[src/rtl/sp1_arith_arb.sv]
// Round-robin arbiter sharing one add/incr/decr datapath among four requesters.
// One winner per cycle; result and one-hot ack are registered.
module sp1_arith_arb #(
    parameter int DW = 32
) (
    input  logic            clk,
    input  logic            rst,
    input  logic [3:0]      req,
    input  logic [7:0]      op,
    input  logic [4*DW-1:0] a,
    input  logic [4*DW-1:0] b,
    output logic [3:0]      ack,
    output logic [DW-1:0]   y,
    output logic            c
);

    logic [1:0]    ptr;
    logic [3:0]    elig;
    logic [7:0]    elig2;
    logic [3:0]    rot;
    logic [1:0]    off;
    logic [1:0]    w;
    logic          any;

    logic [1:0]    sel_op;
    logic [DW-1:0] sel_a;
    logic [DW-1:0] sel_b;
    logic [DW-1:0] opnd;
    logic          is_decr;
    logic [DW:0]   sum;

    // A requester sitting in its ack cycle must not be re-issued.
    assign elig  = req & ~ack;
    assign elig2 = {elig, elig};
    assign rot   = elig2[ptr +: 4];
    assign any   = |elig;

    always_comb begin
        off = 2'd0;
        priority case (1'b1)
            rot[0]:  off = 2'd0;
            rot[1]:  off = 2'd1;
            rot[2]:  off = 2'd2;
            rot[3]:  off = 2'd3;
            default: off = 2'd0;
        endcase
    end

    assign w = ptr + off;

    assign sel_op = op[{w, 1'b0} +: 2];
    assign sel_a  = a[w*DW +: DW];
    assign sel_b  = b[w*DW +: DW];

    // Decrement adds all-ones; borrow is the inverted carry.
    always_comb begin
        opnd    = sel_b;
        is_decr = 1'b0;
        case (sel_op)
            2'b01: opnd = {{(DW-1){1'b0}}, 1'b1};
            2'b10: begin
                opnd    = '1;
                is_decr = 1'b1;
            end
            default: opnd = sel_b;
        endcase
    end

    assign sum = {1'b0, sel_a} + {1'b0, opnd};

    always_ff @(posedge clk) begin
        if (rst) begin
            ack <= 4'b0000;
            y   <= '0;
            c   <= 1'b0;
            ptr <= 2'd0;
        end else if (any) begin
            ack <= 4'b0001 << w;
            y   <= sum[DW-1:0];
            c   <= sum[DW] ^ is_decr;
            ptr <= w + 2'd1;
        end else begin
            ack <= 4'b0000;
        end
    end

endmodule

[config.mk]
export PLATFORM = sky130hd
export DESIGN_NAME = sp1_arith_arb
export DESIGN_NICKNAME = d
export VERILOG_FILES = /design/src/rtl/sp1_arith_arb.sv
export SDC_FILE = /design/constraint.sdc
export NUM_CORES = 1
export LEC_CHECK = 0
export CORE_AREA = 2 2 121 123
export CTS_CLUSTER_DIAMETER = 80
export DETAILED_ROUTE_END_ITERATION = 6
export DIE_AREA = 0 0 123 125
export DONT_BUFFER_PORTS = 1
export HOLD_SLACK_MARGIN = 0.03
export SLEW_MARGIN = 15
export SYNTH_ARGS = -nofsm -noshare
export SYNTH_HDL_FRONTEND = slang
export SYNTH_SLANG_ARGS = --single-unit
[constraint.sdc]
create_clock -name clk -period 6.42 [get_ports clk]
set_input_delay 0.642 -clock clk [delete_from_list [all_inputs] [get_ports clk]]
set_output_delay 0.642 -clock clk [all_outputs]
set_load 0.005 [all_outputs]
==> results.sh, run 1 <==
export IMPL_status="complete, no violations"
export IMPL_wl_per_cell_um=25.6
export IMPL_synth_main_ff_cell="dfxtp_1"
export IMPL_period_needed_ps=5890
export IMPL_nets=1060
export IMPL_fin_ws_ps=527
export IMPL_drt_wl_total_um=24100
export IMPL_io_pins=307
export IMPL_synth_top_family_by_area="compound AO/OA/AOI/OAI gates"
export IMPL_grt_ovfl_total=0
export IMPL_crit_type="flop to flop"
export IMPL_cts_made_buffers=5
export IMPL_clock_fmax_ghz=0.170
export IMPL_synthXorXnorAreaFrac_pct=3.84
export IMPL_finalSetupViolations=0
export IMPL_htreeDepth=2
export IMPL_core_area_um2=14200
export IMPL_critPathCaptureType="flop"
export IMPL_post_place_ws_ps=350
export IMPL_cts_hold_buf=0
export IMPL_rsz0062_at_grt="false"
export IMPL_grt_pass1_wl_um=36200
export IMPL_multi_input_area_um2=5010
export IMPL_async_flop_share_pct=0
export IMPL_placementRows=44
export IMPL_gp_congestion=1.02
export IMPL_dp_hpwl_um=19200
export IMPL_ant_nets=0
export IMPL_synth_cells=808
export IMPL_finalCritPeriodShare_pct=91.8
export IMPL_area_delta_synth_final_pct=3.65
export IMPL_rr_worst_depth=23
export IMPL_syn_avg_cell_area_um2=7.59
export IMPL_antenna_found_initial=6
export IMPL_grt_pass1_vias=6241
export IMPL_vias=6568
export IMPL_cp_arrival_ps=6060
export IMPL_synth_area_mux_share_pct=13.5
export IMPL_required_ps=6590
export IMPL_clkTransAtPathRegs_ps=60
export IMPL_worstMarginPinSlew_ps=854
export IMPL_slew_headroom_pct=43.1
export IMPL_root_buffer="clkbuf_16"
export IMPL_drive_gt1_share_pct=14.2
export IMPL_finClkSkew_ps=4.47
export IMPL_holdPathStages=1
export IMPL_drc_errors=0
export IMPL_path_max_fanout=17
export IMPL_start_util_pct=43.2
export IMPL_layout_common_cells="nand2_1, o21ai_0, a21oi_1"
export IMPL_final_hold_viol_count=0
export IMPL_first_pass_iters=5
export IMPL_yosysWarnings=0
export IMPL_first_iter_violations=448
export IMPL_synth_distinct_cells=56
export IMPL_synthSimpleGateAreaFrac_pct=18.8
export IMPL_synth_compound_area_share_pct=37.6
export IMPL_cts_buffer_depth=2
export IMPL_layout_commonest_cell="nand2_1"
export IMPL_seq_area_um2=781
export IMPL_portBuffers=0
export IMPL_nFillCells=1452
export IMPL_synth_area_um2=6130
export IMPL_grtUsageTotal_pct=30.2
export IMPL_finalSetupTns_ps=0
export IMPL_die_x_um=123
export IMPL_die_area_um2=15400
export IMPL_seq_area_frac_synth_pct=12.7
export IMPL_slew_viol_final=0
export IMPL_vias_per_cell=6.97
export IMPL_chipHeight_um=125
export IMPL_clock_sinks=39
export IMPL_synth_adder_area_share_pct=7.26
export IMPL_synth_edf_count=0
export IMPL_holdWs_ps=427
export IMPL_synth_seq_cells=39
export IMPL_critPathLaunchType="flop"
export IMPL_grt_max_degree=97
export IMPL_hold_class="primary input to flop"
export IMPL_clock_latency_ps=280
export IMPL_max_cap_violations=0
export IMPL_cts_tree="yes"
export IMPL_syn_nets=1113
## cells by family (layout without fill, tap and decap cells)
logic type / after synthesis / after routing
AOI/OAI and AO/OA: 331 / 331
and+or+nand+nor: 249 / 249
buffers and inverters: 88 / 36
muxes: 40 / 40
DFF: 39 / 39
adders and majority gates: 35 / 35
xor gates and xnor gates: 26 / 26
other: 0 / 3
## state kept, by name, summed over array words and instances, names as in the netlist
| signal | cells |
|---|---|
| y | 32 |
| ack | 4 |
| ptr | 2 |
| c | 1 |
## layer usage
metal | routed length, µm | track usage, % | vias up
met5 | 26 | 0 | -
met4 | 649 | 9.29 | 4
met3 | 2770 | 9.03 | 53
met2 | 10500 | 44.1 | 412
met1 | 10200 | 42.6 | 3078
li1 | - | - | 3021
## synth_stat cells, drive strengths merged (2+ instances only)
cell	count	area, µm²
a211o	2	17.5
a211oi	12	90.1
a21boi	2	15.0
a21o	12	90.1
a21oi	55	287
a221oi	31	459
a22oi	33	262
a31oi	37	231
and3	10	62.6
and4	3	26.3
buf	30	165
clkbuf	50	188
dfxtp	39	781
ha	34	425
inv	8	30.0
mux2i	6	60.1
mux4	34	766
nand2	105	394
nand2b	7	43.8
nand3	47	235
nand4	12	75.1
nor2	32	120
nor2b	8	50.1
nor3	15	75.1
nor4	2	12.5
nor4b	2	17.5
o2111ai	3	26.3
o211ai	8	70.1
o21a	5	37.5
o21ai	112	561
o21bai	8	60.1
o221ai	2	17.5
o311ai	2	17.5
o31ai	2	15.0
or3	2	12.5
or3b	2	17.5
xnor2	18	165
xor2	8	70.1
## worst max-delay path: stages (launching register included)
cell and delay (ps):
dfxtp_1 320, nand2b_1 310, nand3_1 170, o311ai_0 130, o21ai_0 120, nand3_1 190, ha_2 430, mux4_2 520
ha_1 340, and3_1 550, buf_4 340, a22oi_1 90, o21ai_0 210, a221oi_2 60, o21ai_1 190, ha_1 410
a21oi_1 320, o21bai_1 110, a21oi_1 270, o21ai_0 130, o311ai_0 210, nor2b_1 100, a31oi_1 160, nand3_1 80
## worst paths after layout
check	startpoint	endpoint	slack, ps
setup / recovery	ack[3]	y[30]	530
hold / removal	rst	y[22]	430
setup reg to reg	ack[3]	y[30]	530
hold reg to reg	y[3]	y[3]	460
## layout make-up
| type | count | share of cell area, % |
|---|---|---|
| Inverter | 8 | 0.472 |
| Clock inverter | 1 | 0.0787 |
| Clock buffer | 7 | 2.09 |
| Antenna cell | 3 | 0.118 |
| Tap cell | 184 | 3.62 |
| Sequential cell | 39 | 12.3 |
| Timing Repair Buffer | 20 | 2.56 |
| Multi-Input combinational cell | 681 | 78.8 |
## stage by stage
stage               utilization (%)  instances  area, µm²
global placement               43.7        932       6200
global route                   44.7        942       6350
finish                         44.8        943       6360
CTS                            44.6        940       6340
detailed placement             43.7        932       6200
floorplan                         -        808       6130
## repair_timing
action,CTS,global route
endpoints found under the setup margin,0,4
endpoints found under the hold margin,0,0
gates resized for setup,0,3
setup buffers,0,0
Power of run 1 is not shown: default switching activity piles up to over one toggle a cycle in this logic, so the estimate is an artifact.
==> run 2: changes to the inputs <==
- CAP_MARGIN: unset -> 0
- CTS_CLUSTER_DIAMETER: 80 -> 150
- SETUP_SLACK_MARGIN: unset -> 0.15
==> run 2 against run 1 <==
Against the previous run: die area did not move; clock-buffer cell count did not move; utilization grew 0.17 points; worst hold slack got worse by 0.84 ps; first-iteration DRC count increased by 15%; final cell count increased by 0.21%.
==> results.sh, run 2 (synthesized netlist as in run 1, its figures left out) <==
export IMPL_critPathLaunchType="flop"
export IMPL_antenna_found_initial=6
export IMPL_cts_buffer_depth=2
export IMPL_clock_latency_ps=280
export IMPL_clock_sinks=39
export IMPL_vias_per_cell=6.95
export IMPL_drt_wl_total_um=24100
export IMPL_ant_nets=0
export IMPL_area_delta_synth_final_pct=4.04
export IMPL_clock_fmax_ghz=0.172
export IMPL_chipHeight_um=125
export IMPL_place_area_um2=6200
export IMPL_core_area_um2=14200
export IMPL_htreeDepth=2
export IMPL_gr_usage_met2_pct=44.1
export IMPL_status="complete, no violations"
export IMPL_final_util_pct=44.9
export IMPL_top_usage_layer="met2"
export IMPL_finClkSkew_ps=5.07
export IMPL_hold_class="primary input to flop"
export IMPL_holdWs_ps=426
export IMPL_nets=1061
export IMPL_cp_arrival_ps=5990
export IMPL_crit_type="flop to flop"
export IMPL_rsz0062_at_grt="false"
export IMPL_required_ps=6590
export IMPL_grt_ovfl_total=0
export IMPL_layout_commonest_cell="nand2_1"
export IMPL_start_util_pct=43.2
export IMPL_max_cap_violations=0
export IMPL_cts_made_buffers=5
export IMPL_drc_errors=0
export IMPL_grtUsageMet1_pct=42.6
export IMPL_grt_max_degree=97
export IMPL_placementRows=44
export IMPL_period_needed_ps=5820
export IMPL_portBuffers=0
export IMPL_dp_hpwl_um=19200
export IMPL_critPathCaptureType="flop"
export IMPL_vias=6568
export IMPL_finalSetupViolations=0
export IMPL_finalSetupTns_ps=0
export IMPL_root_buffer="clkbuf_16"
export IMPL_finalCritPeriodShare_pct=90.7
export IMPL_gp_congestion=1.02
export IMPL_cts_tree="yes"
export IMPL_grt_pass1_vias=6241
export IMPL_grtUsageTotal_pct=30.2
export IMPL_path_max_fanout=11
export IMPL_slew_headroom_pct=44.1
export IMPL_wl_per_cell_um=25.5
export IMPL_clkTransAtPathRegs_ps=60
export IMPL_grt_pass1_wl_um=36200
export IMPL_io_pins=307
export IMPL_first_pass_iters=5
export IMPL_drive_gt1_share_pct=14.4
export IMPL_worstMarginPinSlew_ps=838
export IMPL_die_area_um2=15400
export IMPL_top_regs="y: 32 flops, ack: 4 flops, ptr: 2 flops"
export IMPL_layout_common_cells="nand2_1, o21ai_0, a21oi_1"
export IMPL_finalInstanceArea_um2=6380
export IMPL_die_x_um=123
export IMPL_slew_viol_final=0
export IMPL_first_iter_violations=516
export IMPL_largest_reg_flops=32
export IMPL_final_hold_viol_count=0
export IMPL_met3_usage_pct=9.03
export IMPL_regMostFlops="y"
run 2: final cells by class:
type / instances / area [µm²]
tap: 184 / 230
inverter: 8 / 30.0
clock buffer: 7 / 133
timing repair buffer: 21 / 183
sequential: 39 / 781
clock inverter: 1 / 5.00
fill: 1449 / 7820
multi-input combinational: 681 / 5010
antenna: 4 / 10.0
run 2: per-stage QoR:
stage	cells	setup WS, ps
finish	945	597
global route	943	161
CTS	940	574
detailed placement	932	350
global placement	932	468
floorplan	808	290
run 2: routing by layer:
metal  vias to the layer above  share of wire, %
met3                        43                12
met1                      3076                41
met2                       423                44
met4                         4               2.5
li1                       3022                 -
met5                         -              0.11
run 2: timing repair:
item,4_1_cts,5_1_grt
setup buffers,0,1
hold endpoints to repair,0,0
hold buffers,0,0
resized for setup,0,4
setup endpoints to repair,0,13
run 2: worst paths after layout:
kind	end	depth (start not counted)	startpoint	slack (ps)
setup reg to reg	y[23]	24	ack[3]	600
hold / removal	y[22]	1	rst	430
setup / recovery	y[23]	24	ack[3]	600
hold reg to reg	y[3]	2	y[3]	460
run 2: critical path, cell delays in order, from the launching register on:
cell and delay, ps:
dfxtp_1 320, nand2b_1 310, nand3_1 160, o311ai_0 130, o21ai_0 120, nand3_1 180
ha_2 420, mux4_2 510, ha_1 330, nand2b_1 150, nor2_4 100, buf_12 190
a22oi_1 160, o21ai_0 110, a221oi_2 210, o21ai_1 150, ha_1 390, and2_1 180
and3_1 280, o211ai_1 150, a211oi_1 320, o21bai_1 200, o21bai_1 310, mux2i_1 260
nand2_1 60
Power of run 2 is left out for the same reason.
==> run 3: changes to the inputs <==
- SLEW_MARGIN: 15 -> unset
==> results of run 3 <==
Same layout as run 2: the final DEF is identical, and so are final timing and power.
Power of run 3 is left out for the same reason.
